File: config.mk
export PLATFORM = sky130hd
export DESIGN_NAME = id_imm_issue_ctrl
export DESIGN_NICKNAME = d
export VERILOG_FILES = /design/src/rtl/id_imm_issue_ctrl.sv
export SDC_FILE = /design/constraint.sdc
export NUM_CORES = 1
export LEC_CHECK = 0
export BUFFER_PORTS_ARGS = -buffer_cell sky130_fd_sc_hd__buf_2
export CAP_MARGIN = 20
export CORE_AREA = 2 2 79 81
export CTS_BUF_LIST = sky130_fd_sc_hd__clkbuf_4
export CTS_CLUSTER_SIZE = 12
export DETAILED_ROUTE_END_ITERATION = 8
export DIE_AREA = 0 0 81 83
export PLACE_DENSITY = 0.78
export SLEW_MARGIN = 20
export SYNTH_ARGS = -nofsm -noshare
export SYNTH_HDL_FRONTEND = slang
export SYNTH_SLANG_ARGS = --single-unit
File: constraint.sdc
create_clock -name CLK -period 3.02 [get_ports CLK]
set_input_delay 0.302 -clock CLK [delete_from_list [all_inputs] [get_ports CLK]]
set_output_delay 0.302 -clock CLK [all_outputs]
set_load 0.01 [all_outputs]
File: src/rtl/id_imm_issue_ctrl.sv
// id_imm_issue_ctrl: IF/ID holding stage with imm_select decode, valid/ready issue and flush.
// Define LOAD_USE_STALL_EN to add the load-use tracker that withholds dependent instructions.
module id_imm_issue_ctrl #(
  parameter int unsigned STALL_CYCLES = 1
) (
  input  logic        CLK,
  input  logic        RESET,
  input  logic        flush,
  input  logic        in_valid,
  output logic        in_ready,
  input  logic [31:0] in_inst,
  input  logic [31:0] in_pc,
  output logic        out_valid,
  input  logic        out_ready,
  output logic [31:0] out_inst,
  output logic [31:0] out_pc,
  output logic [2:0]  out_imm_select,
  output logic        out_illegal,
  output logic        out_hazard
);
  localparam logic [6:0] OP_LUI    = 7'b0110111;
  localparam logic [6:0] OP_AUIPC  = 7'b0010111;
  localparam logic [6:0] OP_OP     = 7'b0110011;
  localparam logic [6:0] OP_IMM    = 7'b0010011;
  localparam logic [6:0] OP_LOAD   = 7'b0000011;
  localparam logic [6:0] OP_JALR   = 7'b1100111;
  localparam logic [6:0] OP_STORE  = 7'b0100011;
  localparam logic [6:0] OP_BRANCH = 7'b1100011;
  localparam logic [6:0] OP_JAL    = 7'b1101111;
  typedef enum logic {EMPTY, FULL} state_t;
  state_t      state_q, state_d;
  logic [31:0] inst_q, pc_q;
  logic [2:0]  imm_q, imm_d;
  logic        ill_q, ill_d;
  logic        full, hazard, in_fire, out_fire;
  logic [6:0]  op_in;
  logic [2:0]  f3_in;
  assign op_in = in_inst[6:0];
  assign f3_in = in_inst[14:12];
  always_comb begin
    imm_d = op_in == OP_IMM ? ((f3_in == 3'b001 || f3_in == 3'b101) ? 3'b010 : 3'b001) :
            (op_in == OP_LOAD || op_in == OP_JALR) ? 3'b001 :
            op_in == OP_STORE  ? 3'b011 :
            op_in == OP_BRANCH ? 3'b100 :
            op_in == OP_JAL    ? 3'b101 : 3'b000;
    ill_d = !(op_in inside {OP_LUI, OP_AUIPC, OP_OP, OP_IMM, OP_LOAD, OP_JALR, OP_STORE, OP_BRANCH, OP_JAL});
  end
  assign full      = state_q == FULL;
  assign out_valid = full & ~hazard & ~flush;
  assign out_fire  = out_valid & out_ready;
  assign in_ready  = ~flush & (~full | out_fire);
  assign in_fire   = in_valid & in_ready;
  always_comb begin
    state_d = flush ? EMPTY : in_fire ? FULL : out_fire ? EMPTY : state_q;
  end
  always_ff @(posedge CLK) begin
    if (RESET) begin
      state_q <= EMPTY;
      inst_q  <= '0;
      pc_q    <= '0;
      imm_q   <= '0;
      ill_q   <= 1'b0;
    end else begin
      state_q <= state_d;
      if (in_fire) begin
        inst_q <= in_inst;
        pc_q   <= in_pc;
        imm_q  <= imm_d;
        ill_q  <= ill_d;
      end
    end
  end
  assign out_inst       = inst_q;
  assign out_pc         = pc_q;
  assign out_imm_select = imm_q;
  assign out_illegal    = ill_q;
  assign out_hazard     = hazard;
`ifdef LOAD_USE_STALL_EN
  logic [4:0] ld_rd_q;
  logic [2:0] ld_cnt_q;
  logic [6:0] op_q;
  logic       rs1_use, rs2_use;
  assign op_q    = inst_q[6:0];
  assign rs1_use = op_q inside {OP_IMM, OP_LOAD, OP_JALR, OP_STORE, OP_BRANCH, OP_OP};
  assign rs2_use = op_q inside {OP_STORE, OP_BRANCH, OP_OP};
  // ld_rd is only ever loaded with a non-zero rd, so x0 sources can never match
  assign hazard = (ld_cnt_q != 3'd0) & full &
                  ((rs1_use & (inst_q[19:15] == ld_rd_q)) | (rs2_use & (inst_q[24:20] == ld_rd_q)));
  always_ff @(posedge CLK) begin
    if (RESET) begin
      ld_rd_q  <= '0;
      ld_cnt_q <= '0;
    end else if (out_fire && op_q == OP_LOAD && inst_q[11:7] != 5'd0) begin
      ld_rd_q  <= inst_q[11:7];
      ld_cnt_q <= 3'(STALL_CYCLES);
    end else if (out_ready && ld_cnt_q != 3'd0) begin
      ld_cnt_q <= ld_cnt_q - 3'd1;
    end
  end
`else
  logic unused_stall;
  assign unused_stall = ^STALL_CYCLES;
  assign hazard = 1'b0;
`endif
endmodule

# Word level (Yosys, flattened, before mapping)
# Index checks and enable logic that the tools add are counted.
# Widths: inputs -> output; s select.
# word_totals
ramBits	0
latch_bits	0
regBits	69
rom_bits	0
mem_count	0
word_cells	37
# op_classes
n_mul	0
mux	8
add_sub_neg	0
n_shift	0
bitwise_logic	7
n_lt_le_gt_ge	0
div_mod_pow	0
n_eq_ne	11
n_reduce_logical	6
# op_table
operator	n
$eq 7x6->1 const B	3
$eq 7x7->1 const B	3
$mux 3	5
$eq 7x5->1 const B	2
$reduce_bool 9->1	1
$eq 7x2->1 const B	1
$and 1x1->1	4
$eq 3x1->1 const B	1
$eq 3x3->1 const B	1
$logic_or 1x1->1	2
$mux 1	2
$mux 2	1
$not 1->1	2
$reduce_bool 2->1	1
$reduce_or 2->1	1
$logic_not 1->1	1
$or 1x1->1	1

# Logic depth before layout (Yosys ltp)
# Gate-level depths: netlist of run 1.
# depth
depth_word	7
ltp_mapped	6
mapped_depth_nobuf	4

# Least setup slack after synthesis of run 1
# No wires, ideal clock.
# synth_path
kind	input to register
from	in in_inst[2]
to	reg imm_q[0], in the netlist out_imm_select[0]
arrival_time_ns	1.162
n_path_buf	0
stages	4
setup_time_ns	0.116
path_slack_ns	1.742
cell_sequence	nor3_2 or4b_1 a32oi_1 nor2_1
# synth_between
elab_chain_cells	6
# synth_lines
item	line_no	rtl
start: declaration	11	input logic [31:0] in_inst,
$eq 7x7->1	45	op_in == OP_JAL ? 3'b101 : 3'b000;
$mux 3	45	
$mux 3	44	op_in == OP_BRANCH ? 3'b100 :
$mux 3	43	op_in == OP_STORE ? 3'b011 :
$mux 3	42	(op_in == OP_LOAD || op_in == OP_JALR) ? 3'b001 :
$mux 3 *	41	imm_d = op_in == OP_IMM ? ((f3_in == 3'b001 || f3_in == 3'b101) ? 3'b010 : 3'b001) :
end signal: assignment	68	imm_q <= imm_d;
end: declaration	33	logic [2:0] imm_q, imm_d;
# Mark *: on every way between the ends. The rest lies on a longest branch, timed or not.
# A chain may end at the register's enable or synchronous reset.

# Final worst setup path of run 1
# layout_path
from	reg state_q, in the netlist full
to	reg pc_q[5], in the netlist out_pc[5]
# layout_between
elab_chain_cells	5
# layout_lines
item	line_no	rtl
start: declaration	31	state_t state_q, state_d;
start signal: assignment	64	state_q <= state_d;
$and 1x1->1	49	assign out_valid = full & ~hazard & ~flush;
$and 1x1->1	50	assign out_fire = out_valid & out_ready;
$or 1x1->1 *	51	assign in_ready = ~flush & (~full | out_fire);
$and 1x1->1 *	51	
$and 1x1->1 *	52	assign in_fire = in_valid & in_ready;
end signal: assignment	67	pc_q <= in_pc;
end: declaration	32	logic [31:0] inst_q, pc_q;
# Marks and branches as above.

==> results of run 1 <==
==> layer usage <==
metal,track usage,share of wire
met5,0,0
met4,0.0863,0.018
met3,0.0598,0.081
met2,0.312,0.47
met1,0.195,0.43
==> final cells by class <==
| class | count | area [um^2] | area share |
|---|---|---|---|
| sequential | 69 | 1380 | 0.417 |
| clock buffer | 12 | 90.1 | 0.0272 |
| clock inverter | 3 | 13.8 | 0.00415 |
| tap | 75 | 93.8 | 0.0283 |
| timing repair buffer | 140 | 706 | 0.213 |
| multi-input combinational | 224 | 1030 | 0.310 |
==> state kept, by name, indices dropped and copies added, names as in the netlist <==
register	flops
out_inst	32
out_pc	32
out_imm_select	3
full	1
out_illegal	1
==> how the worst min path moves through the flow <==
stage,depth (start not counted),end,start,slack (ns)
2_1_floorplan,1,full$_SDFFE_PP0P_,flush,0.38
3_3_place_gp,2,out_pc[31]$_SDFFE_PP0P_,out_pc[31]$_SDFFE_PP0P_,0.44
3_5_place_dp,2,out_inst[6]$_SDFFE_PP0P_,out_inst[6]$_SDFFE_PP0P_,0.44
4_1_cts,3,out_pc[3]$_SDFFE_PP0P_,in_pc[3],0.11
5_1_grt,3,out_pc[11]$_SDFFE_PP0P_,in_pc[11],0.12
6_report,3,out_pc[3]$_SDFFE_PP0P_,in_pc[3],0.14
==> worst register-to-register path, cell delays in order (launching register included) <==
cell and delay (ns):
dfxtp_1 0.35, nand2b_4 0.10, and2_2 0.50, buf_4 0.46
nand2_1 0.11, a21oi_1 0.15
==> power by group <==
group / switching [uW] / total (uW) / internal [uW]
combinational: 128 / 221 / 93.7
clock: 289 / 478 / 189
sequential: 18.7 / 969 / 951
==> placed cells by master, fill, tap and decap left out <==
cell type	n
nand2b_1	1
nor3_1	1
a21boi_0	1
a32o_1	1
nor2_1	5
nor2b_4	1
buf_4	2
nor2b_1	2
nand2_4	1
a311oi_1	1
buf_2	138
nor3_2	1
nand4_1	1
nand2b_4	1
nand2_1	131
or3b_1	1
conb_1	1
a32oi_1	2
dfxtp_1	69
clkbuf_4	12
clkinv_2	2
or4b_1	1
xnor2_1	1
and2b_1	1
and4_4	1
clkinv_1	1
a21oi_1	66
and2_2	1
o31ai_1	1
==> kinds of logic (layout without fill, tap and decap cells) <==
family / Yosys count / count (layout) / synth area share
other: 1 / 1 / 0.00148
AND/OR/NAND/NOR: 150 / 150 / 0.249
buffers and inverters: 23 / 155 / 0.0522
flip-flops: 69 / 69 / 0.544
AO/OA/AOI/OAI: 72 / 72 / 0.150
XOR/XNOR: 1 / 1 / 0.00345
==> per-stage QoR <==
step                 util  total power [uW]
floorplan               -              1110
global placement    0.552              1210
detailed placement  0.552              1210
CTS                 0.570              1700
global route        0.570              1760
finish              0.570              1670
==> impl_metrics.ini, run 1 <==
[timing]
fin_crit_ns = 1.73
finalHoldViolations = 0
maxSlewViolCount = 0
finalSetupViolCount = 0
worst_slack_ns = 1.29
worst_pin_slew_ns = 0.765
fin_setup_tns_ns = 0
fin_skew_ns = 0.0108
relSlewSlack = 0.490
rsz0062_at_grt = no
holdWs_ns = 0.143
fin_crit_sh = 0.573
fmax_mhz = 578

[worst_hold_path]
hold_class = primary input to flop

[synth]
syn-instance-count = 316
synth_top_area_share = 0.544
synth_enable_flop_cells = 0
synth_top_cells_by_area = dfxtp_1, nand2_1, a21oi_1
synth.most_common_cell = nand2_1
yosysWarnings = 0
avgSynthCellArea_um2 = 8.04
ys_async_sr_fraction = 0
ys_types = 28
synth_largest_area_cell = dfxtp_1
synth_ff_type = dfxtp_1
syn-num-nets = 385
netlist_area_um2 = 2540
seq_area_frac_synth = 0.544
synth_common_cells = nand2_1, dfxtp_1, a21oi_1
synth_seq_cells = 69

[cts]
cts_setup_buffers = 0
clk_latency_ns = 0.37
htree_levels = 3
clockRootBuffer = clkbuf_4
cts_made_buffers = 9
cts_tree = done
ctsResizeCount = 0
cts_buffer_depth = 2
clk_pin_slew_worst_paths_ns = 0.11
cts_hold_buf = 0
cts.sinks = 69

[worst_setup_path]
critPathCapture = out_pc[5]$_SDFFE_PP0P_
path_delay_family = simple AND/OR/NAND/NOR gates
rr_startpoint = full$_SDFFE_PP0P_
worstSetupPathType = flop to flop
path_cells = nand2b_4 -> and2_2 -> buf_4 -> nand2_1 -> a21oi_1
cp-start-kind = flop
cp-startpoint = full$_SDFFE_PP0P_
critPathRequiredTime_ns = 3.32
path_max_fanout = 36
r2r_slack_ns = 1.29
crit_buf_inv = 1
cp-end-kind = flop
reg2reg_depth = 5
r2r_end = out_pc[5]$_SDFFE_PP0P_
path_depth = 5
slowest_stage = and2_2
critPathMaxStageDelay_ns = 0.50
worst_ep_arrival_time_ns = 2.03

[power_and_ir_drop]
leakagePower_uw = 0.00157
peakVddDrop_mv = 0.223
powerDensity_nw_per_um2 = 504

[detailed_routing]
via_count = 2526
drc = 0
wl_per_cell_um = 11.8
routed_wl_mm = 6.20
drtIter0Drc = 111
first_pass_iters = 4
drtAntennaViolNets = 0
vias_per_cell = 4.83

[cells_and_area]
layout-drive-gt1-share = 0.357
area_growth_syn_to_layout_pct = 30.4
final_nets = 513
nFillCells = 579
layoutNonFillerInstCount = 523
design_area_um2 = 3310
num_antenna_cells = 0

[global_routing]
grt_antenna_before_repair = 0
grt_max_degree = 68
grt_usage = 0.181
grt_pass1_vias = 2279
gr-total-overflow = 0
grt_pass1_wl_mm = 9.67

[floorplanning]
die_y_um = 83
io_pins = 140
core-area_um2 = 5820
start_util = 0.437
dieArea_um2 = 6720
fp.dieW_um = 81
rows = 28

[place]
gp_congestion = 0.820
dp_slack_ns = 1.10
dp.cells = 508
placed_area_um2 = 3210
port_buffers = 138
hpwl_mm = 4.26

[job]
cap_violations = 0

[run_status]
status = finished, final reports clean
(Power assumes the default switching activity.)
==> run 2: changes to the inputs <==
Settings changed: CORE_AREA 2 2 79 81 to 2 2 82 84, DIE_AREA 0 0 81 83 to 0 0 84 86, PLACE_DENSITY 0.78 to 0.76.
Clock period 3.02 ns to 1.5 ns, I/O delays scaled along.
==> run 2 against run 1 <==
  * Cell area is 24% higher
  * Utilization is 8.2 points higher
  * Clock power grew to 2.8 times the previous value
  * Final cell count is 13% higher
==> impl_metrics.ini, run 2 (synthesis results as in run 1) <==
[run_status]
status = finished, final reports clean

[job]
cap_violations = 0

[power_and_ir_drop]
pwr-share-seq = 0.500
powerDensity_nw_per_um2 = 955
power.total_uw = 3910
swShare = 0.241
clock_power_share = 0.344
leakagePower_uw = 0.00189
p_int_uw = 2970
peakVddDrop_mv = 0.909
power_frac_comb = 0.156
power_switching_uw = 942

[worst_setup_path]
cp-start-kind = primary input
reg2reg_depth = 5
path_max_fanout = 32
path_delay_family = buffers and inverters
path_depth = 7
slowest_stage = dlygate4sd3_1
r2r_slack_ns = 0.25
path_cells = dlygate4sd3_1 -> buf_2 -> nor2b_4 -> and2_2 -> buf_12 -> nand2_1 -> a21oi_1
worstSetupPathType = primary input to flop
critPathRequiredTime_ns = 1.82
r2r_end = out_pc[12]$_SDFFE_PP0P_
cp-end-kind = flop
rr_startpoint = full$_SDFFE_PP0P_
critPathMaxStageDelay_ns = 0.54
crit_buf_inv = 3
worst_ep_arrival_time_ns = 1.74

[worst_hold_path]
whs_path_depth = 3
hold_class = primary input to flop
hold_start = in_valid
hold_end = full$_SDFFE_PP0P_

[detailed_routing]
wl_per_cell_um = 12.4
drtAntennaViolNets = 0
first_pass_iters = 4
vias_per_cell = 4.71
drc = 0
via_count = 2791
drtIter0Drc = 67
routed_wl_mm = 7.37

[global_routing]
grt_max_degree = 33
gr-total-overflow = 0
grt_pass1_vias = 2768
grt_usage = 0.207
grt_pass1_wl_mm = 12.2
grt_antenna_before_repair = 0

[timing]
relSlewSlack = 0.652
rsz0062_at_grt = no
finalSetupViolCount = 0
fin_skew_ns = 0.0182
fin_setup_tns_ns = 0
fmax_mhz = 704
fin_crit_sh = 0.947
fin_crit_ns = 1.42
maxSlewViolCount = 0
finalHoldViolations = 0
worst_pin_slew_ns = 0.521

[floorplanning]
rows = 29
dieArea_um2 = 7220
io_pins = 140
fp.dieW_um = 84
start_util = 0.405
die_y_um = 86
core-area_um2 = 6280

[cts]
clk_pin_slew_worst_paths_ns = 0.12
htree_levels = 3
cts_made_buffers = 9
cts_setup_buffers = 0
cts_tree = done
cts.sinks = 69
cts_buffer_depth = 2
clockRootBuffer = clkbuf_4
clk_latency_ns = 0.38

[cells_and_area]
layoutNonFillerInstCount = 593
final_cell_mix = buf_2, nand2_1, dfxtp_1, a21oi_1, dlygate4sd3_1
mostFrequentLayoutCell = buf_2
fin_util = 0.652
area_growth_syn_to_layout_pct = 61.1
layout-drive-gt1-share = 0.326
num_antenna_cells = 0
final_nets = 580
design_area_um2 = 4090

[place]
gp_congestion = 0.777
placed_area_um2 = 3320
dp.cells = 516
port_buffers = 138
hpwl_mm = 4.49
## run 2: cell types whose count changed in the layout (fill, tap and decap cells not counted), sizes merged
cell,change
dlygate4sd3,+61
buf,+6
bufinv,+2
clkinv,-2
clkinvlp,+1
## run 2: routing by layer
| metal | share of wire | vias up | global-route usage |
|---|---|---|---|
| met2 | 0.53 | 100 | 0.381 |
| met5 | 0 | - | 0 |
| met4 | 0.011 | 0 | 0.0704 |
| met3 | 0.058 | 9 | 0.0626 |
| met1 | 0.41 | 1264 | 0.228 |
| li1 | - | 1418 | - |
## run 2: power groups by stage
stage                     clock [uW]  combinational (uW)  sequential (uW)
final                           1350                 610             1950
after global routing            1510                 670             1970
after CTS                       1400                 600             1950
after detailed placement           0                 482             1990
after global placement             0                 474             1990
after floorplan                    0                 204             2030
## run 2: how the worst max path moves through the flow
stage                                  from                        endpoint  slack [ns]
after global placement           in_inst[2]  out_imm_select[0]$_SDFFE_PP0P_        0.18
after floorplan           full$_SDFFE_PP0P_       out_inst[26]$_SDFFE_PP0P_        0.34
after detailed placement         in_inst[3]  out_imm_select[0]$_SDFFE_PP0P_        0.12
final                                 flush         out_pc[12]$_SDFFE_PP0P_        0.08
after CTS                 full$_SDFFE_PP0P_                        in_ready        0.13
after global routing      full$_SDFFE_PP0P_                        in_ready        0.04
## run 2: worst reg2reg max path, delay by kind of cell (launching register included)
| kind | cells | cell delay (ns) |
|---|---|---|
| buf+inv | 1 | 0.22 |
| simple gates | 3 | 0.46 |
| flops | 1 | 0.36 |
| compound gates | 1 | 0.14 |
## run 2: area by class of cell
type	instances	area, um^2
Fill cell	515	2180
Clock inverter	4	72.6
Multi-Input combinational cell	224	1030
Tap cell	77	96.3
Timing Repair Buffer	207	1420
Clock buffer	12	90.1
Sequential cell	69	1380
## run 2: metrics by stage
stage,hold WS (ns),setup slack [ns]
detailed placement,0.396,0.119
CTS,0.00634,0.125
floorplan,0.229,0.338
finish,0.0470,0.0801
global route,0.00215,0.0355
global placement,0.389,0.182
## run 2: timing repair
item                                   CTS  global route
hold buffers                            59             2
gates resized for setup                  0             0
endpoints found under the hold margin   59             2
==> run 3: changes to the inputs <==
Settings changed: REMOVE_ABC_BUFFERS from default to 1.
==> run 3 against run 2 <==
  * Combinational power hardly changed
  * Utilization is 1.1 points lower
  * Cell area is 1.7% lower
  * Non-clock buffer count is 3 lower
  * Final cell count is 0.67% lower
  * Fmax is 4.3% higher
  * Register-to-register slack better by 0.06 ns
  * First-iteration DRC count is 22% higher
  * Sequential cell count stayed put
  * Sequential share of layout area is 0.60 points higher
==> impl_metrics.ini, run 3 (synthesis results as in run 1) <==
[timing]
finalHoldViolations = 0
fin_setup_tns_ns = 0
fin_crit_sh = 0.908
fmax_mhz = 734
worst_slack_ns = 0.138
fin_skew_ns = 0.00758
rsz0062_at_grt = no
fin_crit_ns = 1.36
maxSlewViolCount = 0
finalSetupViolCount = 0

[cts]
cts_tree = done
cts_buffer_depth = 2
htree_levels = 3
cts.sinks = 69
cts_made_buffers = 9
clk_latency_ns = 0.39
clockRootBuffer = clkbuf_4
cts_setup_buffers = 0
clk_pin_slew_worst_paths_ns = 0.11

[worst_setup_path]
cp-end-kind = flop
rr_startpoint = full$_SDFFE_PP0P_
worst_ep_arrival_time_ns = 1.68
reg2reg_depth = 5
path_cells = dlygate4sd3_1 -> buf_2 -> nor2b_4 -> and2_4 -> buf_12 -> nand2_1 -> a21oi_1
path_max_fanout = 31
r2r_slack_ns = 0.31
critPathRequiredTime_ns = 1.82
slowest_stage = dlygate4sd3_1
worstSetupPathType = primary input to flop
cp-start-kind = primary input
r2r_end = out_inst[29]$_SDFFE_PP0P_
critPathCapture = out_inst[29]$_SDFFE_PP0P_
cp-startpoint = flush
critPathMaxStageDelay_ns = 0.53

[global_routing]
grt_antenna_before_repair = 0
gr-total-overflow = 0
grt_max_degree = 37
grt_pass1_vias = 2761
grt_pass1_wl_mm = 12.4
grt_usage = 0.212

[detailed_routing]
first_pass_iters = 4
drtAntennaViolNets = 0
vias_per_cell = 4.70
drtIter0Drc = 82
via_count = 2771
wl_per_cell_um = 12.9
routed_wl_mm = 7.59
drc = 0

[cells_and_area]
mostFrequentLayoutCell = buf_2
final_nets = 577
layout-drive-gt1-share = 0.322
design_area_um2 = 4020
final_cell_mix = buf_2, nand2_1, dfxtp_1, a21oi_1, dlygate4sd3_1
area_growth_syn_to_layout_pct = 58.2
nFillCells = 548
num_antenna_cells = 0

[power_and_ir_drop]
p_int_uw = 2740
powerDensity_nw_per_um2 = 919
swShare = 0.259
leakagePower_uw = 0.00186
power_frac_comb = 0.164
clock_power_share = 0.307
peakVddDrop_mv = 0.681
power_switching_uw = 957
pwr-share-seq = 0.529

[place]
placed_area_um2 = 3290
gp_congestion = 0.803
dp_slack_ns = 0.148
hpwl_mm = 4.43
port_buffers = 138

[floorplanning]
fp.dieW_um = 84
rows = 29
die_y_um = 86
core-area_um2 = 6280
start_util = 0.405
io_pins = 140
dieArea_um2 = 7220

[job]
cap_violations = 0

[run_status]
status = finished, final reports clean

[worst_hold_path]
hold_class = primary input to flop
run 3: cell count changes in the layout (fill, tap and decap cells not counted), sizes merged:
cell,before,now
clkinv,1,3
clkbuf,12,10
bufinv,2,1
dlygate4sd3,61,60
buf,146,144
run 3: layer usage:
layer	track usage	vias to the layer above	share of wire
met5	0	-	0
met1	0.246	1254	0.43
met4	0.0792	0	0.014
met3	0.0491	13	0.056
li1	-	1406	-
met2	0.383	98	0.50
run 3: worst max-delay path, delay by kind of cell:
kind,cells,cell delay (ns)
buf+inv,3,0.88
compound gates,1,0.16
simple gates,3,0.48
run 3: power groups by stage:
stage	Sequential, uW	Clock, uW	Combinational, uW
finish	1950	1140	607
global placement	1990	0	466
global route	1970	1280	663
floorplan	2030	0	157
detailed placement	1990	0	475
CTS	1950	1190	595
run 3: cell type report:
cell class	instances	area (um^2)	area share
Clock inverter	5	52.6	0.0131
Sequential cell	69	1380	0.343
Tap cell	77	96.3	0.0240
Multi-Input combinational cell	224	1030	0.256
Clock buffer	10	75.1	0.0187
Timing Repair Buffer	204	1390	0.345
run 3: per-stage QoR:
stage                      util  hold WS (ns)  power, uW  instances
after floorplan               -         0.219       2190        293
after global placement    0.524         0.389       2460        514
after detailed placement  0.524         0.396       2470        514
after CTS                 0.640      0.000394       3730        589
after global routing      0.641        0.0135       3910        589
final                     0.641        0.0295       3700        589
run 3: worst min-delay path by stage:
stage	start	endpoint	depth (start not counted)
after global routing	in_inst[3]	out_inst[3]$_SDFFE_PP0P_	3
after floorplan	RESET	out_imm_select[2]$_SDFFE_PP0P_	1
after detailed placement	in_pc[2]	out_pc[2]$_SDFFE_PP0P_	3
after global placement	in_pc[8]	out_pc[8]$_SDFFE_PP0P_	3
final	in_inst[13]	out_inst[13]$_SDFFE_PP0P_	3
after CTS	in_inst[13]	out_inst[13]$_SDFFE_PP0P_	3
run 3: repair_timing:
item | 4_1_cts | 5_1_grt
resized for setup | 0 | 1
endpoints found under the hold margin | 60 | 0
hold buffers | 60 | 0
endpoints found under the setup margin | 0 | 2
